File: config.mk
export PLATFORM = sky130hd
export DESIGN_NAME = pipelined_cla_adder
export DESIGN_NICKNAME = d
export VERILOG_FILES = /design/src/rtl/pipelined_cla_adder.sv
export SDC_FILE = /design/constraint.sdc
export NUM_CORES = 1
export LEC_CHECK = 0
export BUFFER_PORTS_ARGS = -buffer_cell sky130_fd_sc_hd__buf_2
export CORE_MARGIN = 2
export CORE_UTILIZATION = 49
export CTS_CLUSTER_SIZE = 16
export DETAILED_ROUTE_END_ITERATION = 8
export PLACE_DENSITY = 0.73
export SETUP_SLACK_MARGIN = 0.05
export SYNTH_ARGS = -nofsm -noshare
export SYNTH_HDL_FRONTEND = slang
export SYNTH_SLANG_ARGS = --single-unit
File: constraint.sdc
create_clock -name clk -period 4.5 [get_ports clk]
set_clock_uncertainty 0.05 [all_clocks]
set_input_delay 0.9 -clock clk [delete_from_list [all_inputs] [get_ports clk]]
set_output_delay 0.9 -clock clk [all_outputs]
set_load 0.1 [all_outputs]
File: src/rtl/pipelined_cla_adder.sv
// Pipelined carry-lookahead adder/subtractor: one BLOCK-bit lookahead slice per stage,
// registered group carry between stages, operand skew / sum deskew, valid/ready with global stall.
module pipelined_cla_adder #(
    parameter int unsigned WIDTH = 16,
    parameter int unsigned BLOCK = 4
) (
    input  logic             clk,
    input  logic             rst,
    input  logic             in_valid,
    output logic             in_ready,
    input  logic [WIDTH-1:0] in_a,
    input  logic [WIDTH-1:0] in_b,
    input  logic             in_cin,
    input  logic             in_sub,
    output logic             out_valid,
    input  logic             out_ready,
    output logic [WIDTH-1:0] out_sum,
    output logic             out_cout,
    output logic             out_ovf
);
    localparam int unsigned NSTG = WIDTH / BLOCK;

    if (BLOCK == 0 || WIDTH == 0 || (WIDTH % BLOCK) != 0) begin : g_param_check
        $error("pipelined_cla_adder: WIDTH must be a non-zero multiple of BLOCK");
    end

    logic advance;

    // Flat sum-of-products carries: every carry depends only on G/P and the slice carry-in.
    function automatic logic [BLOCK:0] lookahead(input logic [BLOCK-1:0] g_in,
                                                 input logic [BLOCK-1:0] p_in,
                                                 input logic             ci);
        logic [BLOCK:0] cv;
        logic           t;
        cv    = '0;
        cv[0] = ci;
        for (int unsigned i = 1; i <= BLOCK; i++) begin
            t = ci;
            for (int unsigned m = 0; m < i; m++) t = t & p_in[m];
            cv[i] = t;
            for (int unsigned j = 0; j < i; j++) begin
                t = g_in[j];
                for (int unsigned m = j + 1; m < i; m++) t = t & p_in[m];
                cv[i] = cv[i] | t;
            end
        end
        return cv;
    endfunction

    assign advance  = !out_valid || out_ready;
    assign in_ready = advance;

    for (genvar k = 0; k < NSTG; k++) begin : g_stg
        localparam int unsigned REM  = WIDTH - k * BLOCK;
        localparam int unsigned DONE = (k + 1) * BLOCK;

        logic [REM-1:0]   a_in;
        logic [REM-1:0]   b_in;
        logic             c_in;
        logic             v_in;
        logic [BLOCK-1:0] gen;
        logic [BLOCK-1:0] prp;
        logic [BLOCK-1:0] s;
        logic [BLOCK:0]   c;
        logic [DONE-1:0]  sum_d;
        logic [DONE-1:0]  sum_q;
        logic             c_q;
        logic             v_q;

        if (k == 0) begin : g_src
            assign a_in  = in_a;
            assign b_in  = in_b ^ {WIDTH{in_sub}};
            assign c_in  = in_cin ^ in_sub;
            assign v_in  = in_valid;
            assign sum_d = s;
        end else begin : g_src
            assign a_in  = g_stg[k-1].g_fwd.a_q;
            assign b_in  = g_stg[k-1].g_fwd.b_q;
            assign c_in  = g_stg[k-1].c_q;
            assign v_in  = g_stg[k-1].v_q;
            assign sum_d = {s, g_stg[k-1].sum_q};
        end

        assign gen = a_in[BLOCK-1:0] & b_in[BLOCK-1:0];
        assign prp = a_in[BLOCK-1:0] ^ b_in[BLOCK-1:0];
        assign c   = lookahead(gen, prp, c_in);
        assign s   = prp ^ c[BLOCK-1:0];

        always_ff @(posedge clk or posedge rst) begin
            if (rst) begin
                v_q   <= 1'b0;
                c_q   <= 1'b0;
                sum_q <= '0;
            end else if (advance) begin
                v_q   <= v_in;
                c_q   <= c[BLOCK];
                sum_q <= sum_d;
            end
        end

        if (k < NSTG - 1) begin : g_fwd
            // Operand bits of slices not yet summed travel with the operation.
            logic [REM-BLOCK-1:0] a_q;
            logic [REM-BLOCK-1:0] b_q;
            always_ff @(posedge clk or posedge rst) begin
                if (rst) begin
                    a_q <= '0;
                    b_q <= '0;
                end else if (advance) begin
                    a_q <= a_in[REM-1:BLOCK];
                    b_q <= b_in[REM-1:BLOCK];
                end
            end
        end else begin : g_last
            logic ovf_q;
            always_ff @(posedge clk or posedge rst) begin
                if (rst) begin
                    ovf_q <= 1'b0;
                end else if (advance) begin
                    ovf_q <= c[BLOCK] ^ c[BLOCK-1];
                end
            end
        end
    end

    assign out_valid = g_stg[NSTG-1].v_q;
    assign out_sum   = g_stg[NSTG-1].sum_q;
    assign out_cout  = g_stg[NSTG-1].c_q;
    assign out_ovf   = g_stg[NSTG-1].g_last.ovf_q;

endmodule

======== Word level (Yosys, flattened, before mapping) ========
Index checks and enable logic that the tools add are counted.
storage, ports and cells
  register bits after elaboration ......... 97
  output and inout port bits .............. 20
operators by class
  bitwise logic cells ..................... 95
  reductions and logical operators ........ 2
operators by type and width
  kind                number
  $and A1 B1 Y1       40
  $or A1 B1 Y1        40
  $xor A4 B4 Y4       8
  $and A4 B4 Y4       4
  $xor A16 B16 Y16    1
  $xor A1 B1 Y1       2
  $logic_not A1 Y1    1
  $logic_or A1 B1 Y1  1

======== Depth between registers and ports, before layout ========
Gate-level depths: netlist of run 1.
  depth after elaboration ................. 10
  depth in mapped cells ................... 8
  depth with buffers taken out ............ 6

======== Worst setup path before layout of run 1 ========
No wires, ideal clock.
  path type ............................... input-to-reg
  from .................................... input port in_sub
  to ...................................... register g_stg[0].c_q
  setup time .............................. 0.124 ns
  arrival time ............................ 2.506 ns
  data required time ...................... 4.326 ns
  path slack .............................. 1.820 ns
  stages .................................. 8
  path buffers ............................ 2
  path through ............................ buf_4 buf_4 xor2_1 ha_1 ha_1 o211a_1 o21a_1 o31a_1
on the way
  word-level cells in the longest chain between the ends .. 10
ends and longest elaborated chain
  item                        RTL line  text
  from (decl)                 14        input logic in_sub,
  $xor A16 B16 Y16            72        assign b_in = in_b ^ {WIDTH{in_sub}};
  $xor A4 B4 Y4               85        assign prp = a_in[BLOCK-1:0] ^ b_in[BLOCK-1:0];
  $and A1 B1 Y1 (4 in a row)  39        for (int unsigned m = 0; m < i; m++) t = t & p_in[m];
  $or A1 B1 Y1 (3 in a row)   44        cv[i] = cv[i] | t;
  $or A1 B1 Y1 (*)            44
  to (signal assigned)        96        c_q <= c[BLOCK];
  to (decl)                   67        logic c_q;
Mark *: on every way between the ends. The rest lies on a longest branch, timed or not.
A chain may end at the register's enable or synchronous reset.

======== Worst setup path after layout of run 1 ========
  from .................................... input port in_sub
  to ...................................... register g_stg[0].sum_q[3]
on the way
  word-level cells in the longest chain between the ends .. 9
ends and longest elaborated chain
  item                        RTL line  text
  $xor A16 B16 Y16            72
  $xor A4 B4 Y4               85
  $and A1 B1 Y1 (3 in a row)  39
  $or A1 B1 Y1 (3 in a row)   44
  $xor A4 B4 Y4 (*)           87        assign s = prp ^ c[BLOCK-1:0];
  to (signal assigned)        97        sum_q <= sum_d;
  to (decl)                   66        logic [DONE-1:0] sum_q;
Marked as above.

==> impl_metrics.py, run 1 <==
metrics = {
    "routing": {
        "vias": 3044,
        "ant_nets": 0,
        "firstDrtPassIters": 5,
        "via_per_inst": 4.89,
        "dr.first_iter.drc_count": 174,
        "met3WireLength_um": 355,
        "wl_um": 7830,
        "highest_layer": "met4",
        "wire_per_inst_um": 12.6,
        "wl_met2_um": 3510,
        "drt-met1-wl_um": 3830,
        "drcViolationCount": 0,
    },
    "power_and_ir_drop": {
        "p_leak_nw": 2.60,
        "p_total_mw": 3.82,
        "power_density_mw_per_mm2": 780,
        "peakVddDrop_mv": 0.351,
    },
    "yosys": {
        "yosysUniqueCellTypes": 27,
        "ys_seq_area_share_pct": 55.6,
        "synth.top_cell.area_share_pct": 55.6,
        "synth_area_leaders": "dfrtp_1 (56%), nand2_1 (18%), ha_1 (5.7%)",
        "synthesis.area_mm2": 0.00437,
        "synth_area_leader_cell": "dfrtp_1",
        "syn_area_per_cell_um2": 9.46,
        "postSynthCellCount": 462,
        "ys.warnings.count": 0,
        "ys_ff_latch": 97,
        "synth_fp_nets": 524,
    },
    "clock_tree": {
        "cts_resized": 0,
        "clkTransAtPathRegs_ps": 100,
        "cts_hold_buffers": 0,
        "cts_tree": "yes",
        "cts_max_path_buffers": 2,
        "cts_root_buffer": "clkbuf_8",
        "clock_sinks": 97,
        "clock_latency_ps": 370,
        "htree_levels": 3,
        "post-cts-setup-buffer-count": 0,
        "cts_buffers": 9,
    },
    "run_status": {
        "outcome": "finished clean",
    },
    "final_layout": {
        "finalNetCount": 572,
        "utilization_pct": 56.5,
        "diodes": 0,
        "drive_above_1_share_pct": 15.1,
        "area_growth_pct": 12.2,
    },
    "timing": {
        "rsz0062_at_grt": "no",
        "slew_headroom_pct": 31.0,
        "slew_viol_final": 0,
        "hold_violations": 0,
        "tightest_slew_ps": 1040,
        "finalCritPeriodShare_pct": 57.3,
        "setup_ws_ps": 1920,
        "fmax_mhz": 388,
        "period_minus_slack_ps": 2580,
        "tns_ps": 0,
        "setup_violations": 0,
    },
    "floorplanning": {
        "start_util_pct": 50.3,
        "rows": 34,
        "dieHeight_um": 98.4,
        "die_area_mm2": 0.00969,
        "die-width_um": 98.4,
        "fp.coreArea_mm2": 0.00868,
        "io_pins": 58,
    },
    "global_routing": {
        "antenna_found_initial": 0,
        "grt_max_degree": 113,
        "grt_pass1_wl_um": 13500,
        "grt_pass1_vias": 2986,
        "overflow": 0,
        "groute.usage.overall_pct": 17.3,
    },
    "critical_path": {
        "arrival_ps": 2790,
        "endpoint_kind": "flip-flop",
        "critPathLaunch": "in_sub",
        "timing.rr.start": "g_stg[1].g_fwd.a_q[0]",
        "criticalPathCategory": "in -> reg",
        "rr_worst_depth": 5,
        "reg2reg_to": "g_stg[2].sum_q[11]",
        "critPathMaxFanout": 17,
        "startpoint_type": "input port",
        "cp_data_required_time_ps": 4710,
        "r2r_slack_ps": 2620,
    },
    "placed_design": {
        "dp_hpwl_um": 5130,
        "portBuffers": 57,
        "preCtsSetupSlack_ps": 1600,
        "gp_congestion": 0.774,
    },
    "run": {
        "cap_viol_max_count": 0,
    },
    "worst_hold_path": {
        "worstHoldStart": "g_stg[2].v_q",
        "whs_endpoint": "g_stg[2].v_q",
        "min_path_cells": 2,
        "hold_class": "reg -> reg",
    },
}
-- through the flow --
stage / cell area [um2] / instances / hold slack, ps
6_report: 4900 / 623 / 418
3_3_place_gp: 4700 / 607 / 390
4_1_cts: 4900 / 623 / 421
2_1_floorplan: 4370 / 462 / 380
5_1_grt: 4900 / 623 / 437
3_5_place_dp: 4700 / 607 / 401
-- cell usage after synthesis --
master    count
a21oi_1       5
buf_2        18
ha_1         20
nand2_1     213
inv_2         1
o21a_1       11
nor2_1        7
nand2b_1      3
and2_1        1
nor2b_1       1
o21ai_0      18
inv_1         8
or3_1         1
clkbuf_1      1
a22oi_1       1
o22a_1        1
nor3_1        7
xor2_1        7
o211a_1       4
buf_4         4
o31a_1        3
a31o_1        1
dfrtp_1      97
fa_1          4
o31ai_1       7
xnor2_1      14
a21o_1        4
-- worst max-delay path: stages --
cell and delay, ps:
buf_2 410, xor2_1 260, ha_1 270, ha_1 210, o211a_1 240, o21a_1 210, o31ai_1 280
-- how the worst max path moves through the flow --
stage / to / slack (ps) / depth (start not counted)
final: g_stg[0].sum_q[3] / 1920 / 7
after global routing: g_stg[0].sum_q[3] / 1830 / 7
after CTS: g_stg[0].sum_q[3] / 1910 / 7
after detailed placement: g_stg[0].c_q / 1600 / 7
after global placement: g_stg[0].c_q / 1700 / 7
after floorplan: g_stg[0].c_q / 1020 / 1
-- power breakdown --
group	internal [mW]	switching, mW	leakage [nW]	total, mW
clock	0.276	0.309	0.100	0.585
combinational	0.499	1.27	1.33	1.77
sequential	1.26	0.210	1.17	1.47
-- registers in the layout (all words and copies together) (netlist names) --
name             count
g_stg.c_q            3
g_stg.g_fwd.a_q     24
g_stg.g_fwd.b_q     24
g_stg.sum_q         24
g_stg.v_q            3
out_cout             1
out_ovf              1
out_sum             16
out_valid            1
-- cell families after synthesis --
logic type,Yosys count,share of synthesized area (%)
AO/OA/AOI/OAI,55,8.51
AND/OR/NAND/NOR,233,20.6
flip-flops,97,55.6
buffers and inverters,32,3.61
adder cells (fa/ha/maj),24,7.56
XOR/XNOR,21,4.21
-- layout make-up --
cell class                 instances  area [um2]
clock buffer                      11         141
clock inverter                     5        63.8
fill                             802        3770
inverter                           9        36.3
multi-input combinational        333        1790
sequential                        97        2430
tap                              108         135
timing repair buffer              60         308
-- routing by layer --
metal / global-route usage (%) / vias to the layer above
met5: 0 / -
met4: 6.95 / 0
met3: 3.55 / 10
met2: 27.2 / 61
met1: 23.9 / 1409
li1: - / 1564
-- cell usage in the layout, fill, tap and decap left out --
cell type	count
a21o_1	4
a21oi_1	5
a22oi_1	1
a31o_1	1
and2_1	1
buf_2	57
buf_4	3
bufinv_16	1
clkbuf_1	1
clkbuf_8	10
clkinv_4	2
clkinvlp_4	1
dfrtp_1	97
fa_1	4
ha_1	20
inv_1	7
inv_2	1
inv_4	1
inv_6	1
nand2_1	213
nand2b_1	3
nor2_1	7
nor2b_4	1
nor3_1	7
o211a_1	4
o21a_1	11
o21ai_0	18
o22a_1	1
o31a_1	3
o31ai_1	7
or3_1	1
xnor2_1	14
xor2_1	7
(Power assumes the default switching activity.)
==> run 2: changes to the inputs <==
ABC_AREA = 1   (was not set)
clock period = 2.55 ns   (was 4.5 ns; I/O delays follow)
==> run 2 against run 1 <==
Against the previous run:
- clock-buffer cell count fell by 1
- via count rose by 3.5%
- cell count rose by 4.0%
- critical path depth fell by 3
- largest cell class unchanged
- combinational power rose by 69%
- sequential cell count did not move
- final area rose by 1.6%
- sequential share of layout area fell by 0.76 points
- highest routed layer unchanged
- global-route usage barely moved
- die area rose by 0.49%
- wire length fell by 0.63%
==> impl_metrics.py, run 2 <==
metrics = {
    "critical_path": {
        "critPathMaxFanout": 2,
        "startpoint_type": "flip-flop",
        "endpoint_kind": "output pin",
        "cp_data_required_time_ps": 1990,
        "criticalPathCategory": "reg -> out",
        "arrival_ps": 1380,
    },
    "final_layout": {
        "finalNetCount": 597,
        "largestRegisters": "g_stg.g_fwd.a_q: 24 flops, g_stg.g_fwd.b_q: 24 flops, g_stg.sum_q: 24 flops",
        "diodes": 0,
        "mostFrequentLayoutCells": "nand2_1 (200), dfrtp_1 (97), o21ai_0 (57), buf_2 (57), inv_1 (38)",
        "fill_cells": 801,
        "area_growth_pct": 13.4,
        "drive_above_1_share_pct": 14.8,
        "final_common_cell": "nand2_1",
    },
    "timing": {
        "setup_violations": 0,
        "rsz0062_at_grt": "no",
        "slew_headroom_pct": 52.0,
        "finalCritPeriodShare_pct": 76.0,
        "hold_violations": 0,
        "tns_ps": 0,
        "period_minus_slack_ps": 1940,
        "slew_viol_final": 0,
        "fmax_mhz": 516,
        "tightest_slew_ps": 720,
    },
    "clock_tree": {
        "cts_tree": "yes",
        "htree_levels": 3,
        "cts_root_buffer": "clkbuf_8",
        "clock_sinks": 97,
        "cts_resized": 0,
        "cts_max_path_buffers": 2,
        "clock_latency_ps": 370,
        "cts_buffers": 9,
        "cts_hold_buffers": 0,
        "clkTransAtPathRegs_ps": 90,
        "post-cts-setup-buffer-count": 0,
    },
    "routing": {
        "dr.first_iter.drc_count": 141,
        "vias": 3152,
        "via_per_inst": 4.86,
        "firstDrtPassIters": 6,
        "wire_per_inst_um": 12.0,
        "wl_um": 7780,
        "ant_nets": 0,
        "drcViolationCount": 0,
    },
    "floorplanning": {
        "io_pins": 58,
        "fp.coreArea_mm2": 0.00872,
        "rows": 34,
        "die-width_um": 98.7,
        "start_util_pct": 50.4,
        "die_area_mm2": 0.00974,
        "dieHeight_um": 98.7,
    },
    "placed_design": {
        "gp_congestion": 0.801,
        "portBuffers": 57,
        "dp_hpwl_um": 5060,
    },
    "power_and_ir_drop": {
        "power_density_mw_per_mm2": 1360,
        "p_total_mw": 6.76,
        "p_leak_nw": 2.60,
        "peakVddDrop_mv": 0.656,
    },
    "yosys": {
        "synth.top_cell.area_share_pct": 55.3,
        "synth_edf_count": 0,
        "synth_area_leader_cell": "dfrtp_1",
        "synth_area_leaders": "dfrtp_1 (55%), nand2_1 (17%), o21ai_0 (6.5%)",
        "ys_seq_area_share_pct": 55.3,
        "synth_most_common_cell": "nand2_1",
        "synthesis.area_mm2": 0.00439,
        "syn_area_per_cell_um2": 9.06,
        "postSynthCellCount": 485,
        "ys_ff_latch": 97,
        "ys.warnings.count": 0,
        "netlist_top_cells_count": "nand2_1 (200), dfrtp_1 (97), o21ai_0 (57), inv_1 (39), ha_1 (20)",
        "synth_fp_nets": 547,
        "ys.flop_type": "dfrtp_1",
        "synthArstFlopShare_pct": 100,
        "yosysUniqueCellTypes": 20,
    },
    "worst_hold_path": {
        "hold_class": "in -> async",
    },
    "run": {
        "cap_viol_max_count": 0,
    },
    "global_routing": {
        "grt_pass1_wl_um": 13700,
        "overflow": 0,
        "groute.usage.overall_pct": 17.3,
        "grt_pass1_vias": 3100,
        "antenna_found_initial": 0,
        "grt_max_degree": 115,
    },
    "run_status": {
        "outcome": "finished clean",
    },
}
==> run 2: layout make-up <==
cell class	instances	area [um2]	share of cell area (%)
Sequential cell	97	2430	48.7
Multi-Input combinational cell	326	1680	33.7
Timing Repair Buffer	61	340	6.83
Inverter	40	154	3.09
Tap cell	108	135	2.71
Clock buffer	10	128	2.56
Clock inverter	6	115	2.31
==> run 2: kinds of logic after synthesis <==
family                   after synthesis  share of synthesized area (%)
AND/OR/NAND/NOR                      223                           19.9
flip-flops                            97                           55.3
buffers and inverters                 62                           6.47
AO/OA/AOI/OAI                         58                           6.61
adder cells (fa/ha/maj)               24                           7.52
XOR/XNOR                              21                           4.19
==> run 2: final timing paths <==
| kind | start | endpoint | slack [ps] | cells past startpoint |
|---|---|---|---|---|
| max in group asynchronous | rst | g_stg[0].g_fwd.b_q[5] | 1840 | 3 |
| min in group clk | in_a[4] | g_stg[0].g_fwd.a_q[0] | 280 | 3 |
| worst min-delay path | rst | out_sum[3] | 220 | 3 |
| worst max register to register | g_stg[0].g_fwd.a_q[0] | g_stg[1].c_q | 870 | 10 |
| worst max-delay path | out_valid | in_ready | 610 | 4 |
| worst min register to register | g_stg[2].sum_q[4] | out_sum[4] | 420 | 2 |
==> run 2: per-stage QoR <==
stage                     cell area (um2)  setup WS, ps  cells  hold WS (ps)  util [%]
final                                4980           612    648           220      57.1
after CTS                            4980           597    648           256      57.1
after global placement               4740           460    632           399      54.3
after floorplan                      4400           350    485           390         -
after global routing                 4980           550    648           281      57.1
after detailed placement             4740           337    632           404      54.3
==> run 2: worst max-delay path: stages, from the launching register on <==
cell and delay [ps]:
dfrtp_1 380, inv_1 90, nor2_4 50, inv_2 70, buf_2 420
==> run 2: report_power, final <==
group	leakage, nW	switching [mW]	internal, mW
combinational	1.31	2.22	0.778
sequential	1.18	0.345	2.21
clock	0.117	0.542	0.657
total	2.60	3.11	3.65
==> run 2: per-layer routing <==
metal	up-vias	track usage, %	wire (um)
met2	52	28.4	3570
li1	1601	-	-
met1	1487	23.3	3790
met5	-	0	0
met4	0	5.16	90
met3	12	3.90	333
==> run 3: changes to the inputs <==
clock period = 1.8 ns   (was 2.55 ns; I/O delays follow)
==> run 3 against run 2 <==
Against the previous run:
- via count is 0.29% higher
- core utilization grew 0.73 points
- critical path type is now reg -> reg
- clock-buffer cell count up 1
- first-iteration DRC count decreased by 2.8%
- register-to-register slack got worse by 720 ps
- total power increased by 39%
==> impl_metrics.py, run 3 (same netlist as run 2, synthesis figures left out) <==
metrics = {
    "run_status": {
        "outcome": "finished clean",
    },
    "worst_hold_path": {
        "hold_class": "in -> reg",
        "min_path_cells": 3,
        "whs_endpoint": "g_stg[0].g_fwd.a_q[1]",
        "worstHoldStart": "in_a[5]",
    },
    "placed_design": {
        "portBuffers": 57,
        "gp_congestion": 0.806,
        "postPlaceCellArea_mm2": 0.00483,
        "preCtsSetupSlack_ps": -98.1,
        "dp_hpwl_um": 5310,
        "post-place-cells": 639,
    },
    "routing": {
        "vias": 3161,
        "firstDrtPassIters": 5,
        "via_per_inst": 4.80,
        "wl_um": 7850,
        "wire_per_inst_um": 11.9,
        "dr.first_iter.drc_count": 137,
        "ant_nets": 0,
        "drcViolationCount": 0,
    },
    "floorplanning": {
        "die_area_mm2": 0.00974,
        "dieHeight_um": 98.7,
        "io_pins": 58,
        "die-width_um": 98.7,
        "start_util_pct": 50.4,
        "rows": 34,
        "fp.coreArea_mm2": 0.00872,
    },
    "timing": {
        "setup_ws_ps": 146,
        "slew_viol_final": 0,
        "rsz0062_at_grt": "no",
        "setup_violations": 0,
        "tightest_slew_ps": 490,
        "slew_headroom_pct": 67.6,
        "fmax_mhz": 605,
        "period_minus_slack_ps": 1650,
        "finalCritPeriodShare_pct": 91.9,
        "hold_violations": 0,
    },
    "final_layout": {
        "final_common_cell": "nand2_1",
        "largestRegisters": "g_stg.g_fwd.a_q: 24 flops, g_stg.g_fwd.b_q: 24 flops, g_stg.sum_q: 24 flops",
        "utilization_pct": 57.8,
        "fin_cells": 658,
        "finalNetCount": 608,
        "mostFrequentLayoutCells": "nand2_1 (199), dfrtp_1 (96), o21ai_0 (56), buf_2 (56), inv_1 (38)",
        "fin_area_mm2": 0.00504,
        "area_growth_pct": 14.8,
        "drive_above_1_share_pct": 16.7,
        "diodes": 0,
    },
    "critical_path": {
        "slowest_delay_ps": 410,
        "endpoint_kind": "flip-flop",
        "critPathMaxFanout": 3,
        "reg2reg_to": "g_stg[1].c_q",
        "r2r_slack_ps": 150,
        "startpoint_type": "flip-flop",
        "critical-path-top-delay-family": "simple AND/OR/NAND/NOR gates",
        "cp_num_buf_inv": 0,
        "arrival_ps": 1860,
        "cp_data_required_time_ps": 2010,
        "criticalPathCategory": "reg -> reg",
        "crit_chain": "ha_1 -> ha_1 -> nand2_1 -> nand3_1 -> nand2_1 -> nand2_1 -> nand2_1 -> nand2_1 -> nand2_1 -> nand2_1",
        "rr_worst_depth": 10,
        "critPathMostFrequentCell": "nand2_1",
        "timing.rr.start": "g_stg[0].g_fwd.a_q[0]",
        "critPathSlowestCell": "dfrtp_1",
    },
    "clock_tree": {
        "cts_max_path_buffers": 2,
        "cts_buffers": 9,
        "clock_latency_ps": 360,
        "clock_sinks": 97,
        "clkTransAtPathRegs_ps": 80,
        "htree_levels": 3,
        "cts_root_buffer": "clkbuf_8",
        "cts_tree": "yes",
    },
    "global_routing": {
        "antenna_found_initial": 0,
        "groute.usage.overall_pct": 17.6,
        "grt_pass1_vias": 3159,
        "grt_pass1_wl_um": 13900,
        "overflow": 0,
        "grt_max_degree": 115,
    },
    "power_and_ir_drop": {
        "p_total_mw": 9.36,
        "power_density_mw_per_mm2": 1860,
        "p_leak_nw": 2.64,
        "peakVddDrop_mv": 0.760,
    },
    "run": {
        "cap_viol_max_count": 0,
    },
}
[run 3: layout make-up]
cell class	count	area (um2)
clock buffers	11	131
repair buffers	72	440
well taps	108	135
inverters	40	159
fillers	785	3680
multi-input cells	326	1700
flip-flops and latches	97	2430
clock inverters	4	45.0
[run 3: timing repair]
item,CTS,global route
hold buffers,1,0
resized for setup,1,2
setup endpoints to repair,1,5
hold endpoints to repair,12,0
buffers inserted,0,3
[run 3: worst reg2reg max path: cells and delay by family, from the launching register on]
kind,cells,cell delay (ps)
adders and majority gates,2,480
and+or+nand+nor,8,610
DFF,1,410
[run 3: layer usage]
layer	part of all wire, %	vias up	global-route usage, %
li1	-	1619	-
met1	49	1460	23.1
met2	46	66	28.8
met3	3.9	16	4.11
met4	1.8	0	6.22
met5	0	-	0
[run 3: stage by stage]
stage | hold slack (ps) | setup TNS [ps]
2_1_floorplan | 390 | -75.9
3_3_place_gp | 301 | -2.92
3_5_place_dp | 310 | -156
4_1_cts | 130 | 0
5_1_grt | 137 | 0
6_report | 141 | 0
[run 3: power by group]
part	total (mW)	leakage, nW	internal [mW]	switching (mW)
Combinational	4.38	1.37	1.18	3.20
Sequential	3.64	1.18	3.14	0.504
Clock	1.33	0.0929	0.630	0.705
[run 3: worst max path at each step]
stage                         endpoint  slack [ps]             startpoint  cells after the start
after floorplan           g_stg[0].c_q         -60                 in_sub                     14
after global placement    g_stg[0].c_q          -3                 in_sub                     13
after detailed placement  g_stg[0].c_q        -100                 in_sub                     13
after CTS                     in_ready          90              out_valid                      4
after global routing      g_stg[1].c_q          50  g_stg[0].g_fwd.a_q[0]                     10
final                     g_stg[1].c_q         150  g_stg[0].g_fwd.a_q[0]                     10
